===== src/rtl/interrupt_sequencer.sv =====
// Forces BRK into the opcode path at fetch boundaries for reset, NMI and IRQ,
// and supplies the matching vector address, B flag and stack-write inhibit.
module interrupt_sequencer #(
    parameter int          SYNC_STAGES = 2,
    parameter logic [7:0]  BRK_OPCODE  = 8'h00
) (
    input  logic        clk_ph1,
    input  logic        rst,
    input  logic        nmi_n,
    input  logic        irq_n,
    input  logic        i_flag,
    input  logic        sync,
    input  logic [7:0]  mem_data,
    input  logic        vec_ack,
    output logic [7:0]  pd_out,
    output logic        int_active,
    output logic [15:0] vec_addr,
    output logic        b_flag,
    output logic        rw_inhibit
);

    typedef enum logic {IDLE, SERVICE} state_t;
    typedef enum logic [1:0] {NONE, RESET, NMI, IRQ} src_t;

    state_t state, state_nxt;
    src_t   src, src_nxt;

    logic [SYNC_STAGES-1:0] nmi_sync, irq_sync;
    logic nmi_s, irq_s, nmi_prev;
    logic nmi_pend, nmi_pend_nxt, nmi_clr;
    logic rst_pend, rst_pend_nxt;
    logic nmi_fall, irq_req, take;

    assign nmi_s = nmi_sync[SYNC_STAGES-1];
    assign irq_s = irq_sync[SYNC_STAGES-1];

    always_ff @(posedge clk_ph1) begin
        if (!rst) begin
            nmi_sync <= '1;
            irq_sync <= '1;
            nmi_prev <= 1'b1;
            nmi_pend <= 1'b0;
            rst_pend <= 1'b1;
            state    <= IDLE;
            src      <= NONE;
        end else begin
            nmi_sync <= {nmi_sync[SYNC_STAGES-2:0], nmi_n};
            irq_sync <= {irq_sync[SYNC_STAGES-2:0], irq_n};
            nmi_prev <= nmi_s;
            nmi_pend <= nmi_pend_nxt;
            rst_pend <= rst_pend_nxt;
            state    <= state_nxt;
            src      <= src_nxt;
        end
    end

    always_comb begin
        nmi_fall     = nmi_prev & ~nmi_s;
        irq_req      = ~irq_s & ~i_flag;
        take         = rst_pend | nmi_pend | irq_req;
        state_nxt    = state;
        src_nxt      = src;
        rst_pend_nxt = rst_pend;
        nmi_clr      = 1'b0;

        case (state)
            IDLE: begin
                if (sync && take) begin
                    state_nxt = SERVICE;
                    if (rst_pend)      src_nxt = RESET;
                    else if (nmi_pend) src_nxt = NMI;
                    else               src_nxt = IRQ;
                end
            end
            SERVICE: begin
                if (vec_ack) begin
                    state_nxt = IDLE;
                    if (src == RESET) rst_pend_nxt = 1'b0;
                    if (src == NMI)   nmi_clr      = 1'b1;
                end else if (src == IRQ && nmi_pend) begin
                    // A pending NMI steals an IRQ sequence before its vector is read
                    src_nxt = NMI;
                end
            end
            default: state_nxt = IDLE;
        endcase

        // A fresh falling edge beats a same-cycle clear so the second NMI is not lost
        nmi_pend_nxt = nmi_fall | (nmi_pend & ~nmi_clr);

        pd_out     = (sync && state == IDLE && take) ? BRK_OPCODE : mem_data;
        int_active = (state == SERVICE);
        b_flag     = (state == IDLE);
        rw_inhibit = (state == SERVICE) && (src == RESET);
        vec_addr   = 16'hFFFE;
        if (state == SERVICE) begin
            case (src)
                RESET:   vec_addr = 16'hFFFC;
                NMI:     vec_addr = 16'hFFFA;
                default: vec_addr = 16'hFFFE;
            endcase
        end
    end

endmodule


===== config.mk =====
export PLATFORM = sky130hd
export DESIGN_NAME = interrupt_sequencer
export DESIGN_NICKNAME = d
export VERILOG_FILES = /design/src/rtl/interrupt_sequencer.sv
export SDC_FILE = /design/constraint.sdc
export NUM_CORES = 1
export LEC_CHECK = 0
export CAP_MARGIN = 10
export CORE_MARGIN = 3
export CORE_UTILIZATION = 33
export DETAILED_ROUTE_END_ITERATION = 8
export GPL_TIMING_DRIVEN = 0
export PLACE_DENSITY_LB_ADDON = 0.3
export SLEW_MARGIN = 20
export SYNTH_ARGS = -nofsm -noshare
export SYNTH_HDL_FRONTEND = slang
export SYNTH_SLANG_ARGS = --single-unit

===== constraint.sdc =====
create_clock -name clk_ph1 -period 1.5 [get_ports clk_ph1]
set_clock_uncertainty 0.15 [all_clocks]
set_input_delay 0.3 -clock clk_ph1 [delete_from_list [all_inputs] [get_ports clk_ph1]]
set_output_delay 0.3 -clock clk_ph1 [all_outputs]
set_load 0.01 [all_outputs]

Yosys cells after proc, flatten, opt, wreduce, memory -nomap -nowiden
Index checks and enable logic that the tools add are counted.
{"block": "op_classes", "add_sub_neg": 0, "mul": 0, "div": 0, "n_lt_le_gt_ge": 0, "eq_ne": 6, "shift": 0, "mux": 15, "bitwise_logic": 11, "n_reduce_logical": 7}
{"op": "2-bit two-way mux", "n": 4}
{"op": "8-bit two-way mux", "n": 1}
{"op": "1-bit two-way mux", "n": 6}
{"op": "3-bit case mux with 2 select lines", "n": 1}
{"op": "3-bit AND reduction", "n": 2}
{"op": "1-bit logical AND", "n": 5}
{"op": "1-bit NOT", "n": 5}
{"op": "2-bit equality test, second input constant", "n": 2}
{"op": "2-bit by 1-bit != test with 1-bit output, second input constant", "n": 2}
{"op": "2-bit case mux with 2 select lines", "n": 1}
{"op": "1-bit bitwise AND", "n": 3}
{"op": "3-bit two-way mux", "n": 1}
{"op": "1-bit bitwise OR", "n": 3}
{"op": "2-bit by 1-bit equality test with 1-bit output, second input constant", "n": 1}
{"op": "2-bit != test, second input constant", "n": 1}
{"op": "1-bit case mux with 2 select lines", "n": 1}
{"block": "word_totals", "regBits": 10, "latchBits": 0, "mem_bits_rw": 0, "rom_bits": 0, "in_bits": 15, "out_inout_bits": 27, "wordCells": 46, "mem_count": 0}

Longest topological paths before layout
{"block": "depth", "depth_word": 7, "ltp_mapped": 4, "mapped_depth_nobuf": 4}

Worst setup path before layout
OpenSTA, ideal clock, no wires.
{"block": "synth_path", "path_kind": "reg2out", "from": "reg state, in the netlist int_active", "to": "out pd_out[5]", "t_arrival_ns": 1.002, "required_ns": 1.050, "path_slack_ns": 0.048, "stages_incl_launch_ff": 5, "path_buffers": 1, "cell_sequence": "dfxtp_1 inv_1 o311ai_4 buf_6 and2_1"}
{"block": "synth_between", "elab_chain_len": 4}
{"item": "from (decl)", "line_no": "25", "text": "state_t state, state_nxt;"}
{"item": "from (signal assigned)", "line_no": "52", "text": "state <= state_nxt;"}
{"item": "1-bit NOT"}
{"item": "net b_flag", "line_no": "18", "text": "output logic b_flag,"}
{"item": "1-bit logical AND (2 in a row)", "line_no": "91", "text": "pd_out = (sync && state == IDLE && take) ? BRK_OPCODE : mem_data;"}
{"item": "8-bit two-way mux", "line_no": "91"}
{"item": "to (decl)", "line_no": "15", "text": "output logic [7:0] pd_out,"}
The timed path passes the listed nets, and every way through them passes these cells.

Worst setup path after layout
{"block": "layout_path", "from": "reg rst_pend", "to": "out pd_out[5]"}
{"block": "layout_between", "elab_chain_len": 4}
{"item": "from (decl)", "line_no": "31", "text": "logic rst_pend, rst_pend_nxt;"}
{"item": "from (signal assigned)", "line_no": "51", "text": "rst_pend <= rst_pend_nxt;"}
{"item": "1-bit bitwise OR (2 in a row)", "line_no": "60", "text": "take = rst_pend | nmi_pend | irq_req;"}
{"item": "1-bit logical AND", "line_no": "91"}
{"item": "8-bit two-way mux", "line_no": "91"}
Every way passes these cells.

==> reports/qor.csv <==
stage,metric,value,unit
outcome,status,"finished, violations left",
outcome,violated checks,negative setup slack,
power_and_ir_drop,leakage power,0.465,nW
worst_setup_path,crit end category,output port,
global_route,largest net degree at the start of global routing,11,
floorplan,I/O pin count,42,
clock_tree,insertion delay to the later sink of the worst-skew pair,0.26,ns
worst_setup_path,"Cell Chain, Critical Path",o311ai_4 > buf_4 > buf_6 > and2_4 > buf_6,
worst_setup_path,most frequent CP cell,buf_6,
power_and_ir_drop,switching pwr,0.182,mW
worst_setup_path,crit-path max FO,4,
finish,"commonest non-fill, non-tap cells in the layout","19 x buf_4, 14 x conb_1, 12 x clkdlybuf4s50_1",
sta,count of pins over their slew limit,0,
floorplan,Cell Rows,14,
floorplan,chip width,47.6,µm
sta,Final Hold Viols,0,
power_and_ir_drop,Clock power frac,0.310,
finish,ANT cells,0,
clock_tree,TritonCTS clock tree,yes,
power_and_ir_drop,total power,0.755,mW
clock_tree,Clock Sinks,10,
sta,RSZ-0062 raised after global routing,yes,
floorplan,Starting Density,0.366,
worst_setup_path,kind of critical path,reg2out,
global_route,GRT Overall Usage,0.127,
sta,Fmax,543,MHz
worst_setup_path,worst path bufs/invs,3,
finish,share of layout cells above drive strength 1,0.461,
yosys,sequential-to-total area share from yosys stat,0.351,
power_and_ir_drop,Pint,0.574,mW
floorplan,core outline area,1560,µm²
global_route,first-pass GRT wire length,1990,µm
route,WL final,1340,µm
yosys,Yosys reg bits,10,
power_and_ir_drop,Max VDD drop,0.464,mV
yosys,syn avg cell area,8.64,µm²
yosys,Yosys top cell area share,0.351,
power_and_ir_drop,Gate power share,0.304,
worst_setup_path,CP max stage delay,0.34,ns
clock_tree,root buf cell,clkbuf_4,
placed_design,routability congestion estimate,0.708,
worst_setup_path,CP top delay family,buffers and inverters,
placed_design,Final HPWL DP,1040,µm
sta,period utilization,1.23,
route,drt pass-1 iters,3,
finish,Area Growth Syn to Fin,78.3,%
sta,Final Worst Setup Slack,-0.341,ns
route,routed len/inst,10.2,µm
power_and_ir_drop,pwr/cell area,743,nW/µm²
global_route,antenna violations before repair,0,
yosys,mapped cell area,571,µm²
finish,fin nets,131,
clock_tree,# hold bufs at CTS,0,
yosys,"top cells by area, synth","dfxtp_1 35%, buf_4 18%, and2_2 7.9%",
worst_setup_path,CP required,1.05,ns
global_route,vias in the first global route,475,
clock_tree,Longest Clk Path Bufs,2,
yosys,Synth cell types,23,
route,via count,538,
sta,endpoints failing setup,10,
sta,Final min period,1.84,ns
placed_design,PortBufs,27,
route,DRT iter0 DRCs,1,
route,drt via density,4.11,
flow_run,Max Cap Viol,0,
global_route,grt ovf,0,
min_path,worst hold-check path type,reg2reg,
yosys,Mapped Cells,66,
power_and_ir_drop,switch share,0.241,
finish,"commonest non-fill, non-tap cell in the layout",buf_4,
clock_tree,CTS Buf Count,3,
route,ANT nets after route,0,
power_and_ir_drop,Flop pwr share,0.385,
worst_setup_path,data arrival time of the worst path,1.39,ns
floorplan,die area,2260,µm²
clock_tree,H-tree levels,1,
worst_setup_path,crit path max-delay cell type,dfxtp_2,
floorplan,chip height,47.6,µm
clock_tree,"CTS clk-pin slew, worst paths",0.06,ns
worst_setup_path,crit start category,register,
sta,Hold WS,0.264,ns
yosys,Syn. warnings,0,
yosys,"area leader, netlist",dfxtp_1,
route,residual DRC count,0,
==> final cells by class <==
type	instances	area [µm²]
fill	142	542
timing repair buffer	33	317
multi-input combinational	48	298
sequential	10	211
buffer	16	120
clock buffer	4	36.3
tap	16	20.0
inverter	4	15.0
==> Yosys cell counts, drive strengths merged <==
cell type,count
buf,15
dfxtp,10
and2,8
nand2b,5
inv,4
nand2,4
or2,3
a21boi,2
conb,2
nand4,2
nor2b,2
o21ai,2
a21oi,1
clkbuf,1
nand3,1
nand3b,1
nor2,1
o211ai,1
o311ai,1
==> worst reg2reg max path: stages (launching register included) <==
cell and delay [ns]:
dfxtp_2 0.34, o311ai_4 0.31, buf_4 0.17, buf_6 0.09, buf_4 0.10, o211ai_1 0.07
==> cells by family after synthesis <==
family,Yosys count,synth area share
AND/OR/NAND/NOR,27,0.287
AO/OA/AOI/OAI,7,0.112
other,2,0.0132
flip-flops,10,0.351
buffers and inverters,20,0.237
==> repair_timing <==
action | CTS | global route
setup buffers | 6 | 1
gates resized for setup | 55 | 22
pin swaps | 3 | 10
cloned | 1 | 0
endpoints found under the setup margin | 13 | 14
==> per-stage QoR <==
stage	util	worst slack [ns]	std cells	setup TNS [ns]	instance area, µm²
2_1_floorplan	-	0.0478	78	0	616
3_3_place_gp	0.581	-0.881	121	-7.75	906
3_5_place_dp	0.581	-0.900	121	-7.88	906
4_1_cts	0.616	-0.359	132	-2.53	960
5_1_grt	0.652	-0.435	131	-3.16	1020
6_report	0.652	-0.341	131	-2.27	1020
==> registers in the layout (all words and copies together), names as in the netlist <==
register	count
nmi_sync	2
int_active	1
nmi_pend	1
irq_sync	2
nmi_prev	1
rst_pend	1
src	2
==> worst paths after layout <==
check                           slack (ns)                    from  cells past startpoint                endpoint
worst max-delay path                 -0.34   rst_pend$_SDFFE_PN1P_                      5               pd_out[5]
worst min-delay path                  0.26  nmi_sync[0]$_SDFF_PN1_                      1  nmi_sync[1]$_SDFF_PN1_
worst max register to register        0.15   rst_pend$_SDFFE_PN1P_                      5     src[0]$_SDFFE_PN0P_
worst min register to register        0.26  nmi_sync[0]$_SDFF_PN1_                      1  nmi_sync[1]$_SDFF_PN1_
==> layer usage <==
| metal | up-vias | global-route usage | part of all wire |
|---|---|---|---|
| met5 | - | 0 | 0 |
| met4 | 0 | 0.0806 | 0.0030 |
| met3 | 2 | 0.0489 | 0.15 |
| met2 | 29 | 0.241 | 0.54 |
| met1 | 231 | 0.108 | 0.30 |
| li1 | 276 | - | - |
==> power groups by stage <==
stage	clock network, mW	registers (mW)	logic [mW]
after floorplan	0	0.295	0.104
after global placement	0	0.296	0.191
after detailed placement	0	0.297	0.193
after CTS	0.247	0.291	0.198
after global routing	0.269	0.293	0.253
final	0.235	0.291	0.230
Power figures use the tool's default switching activity.
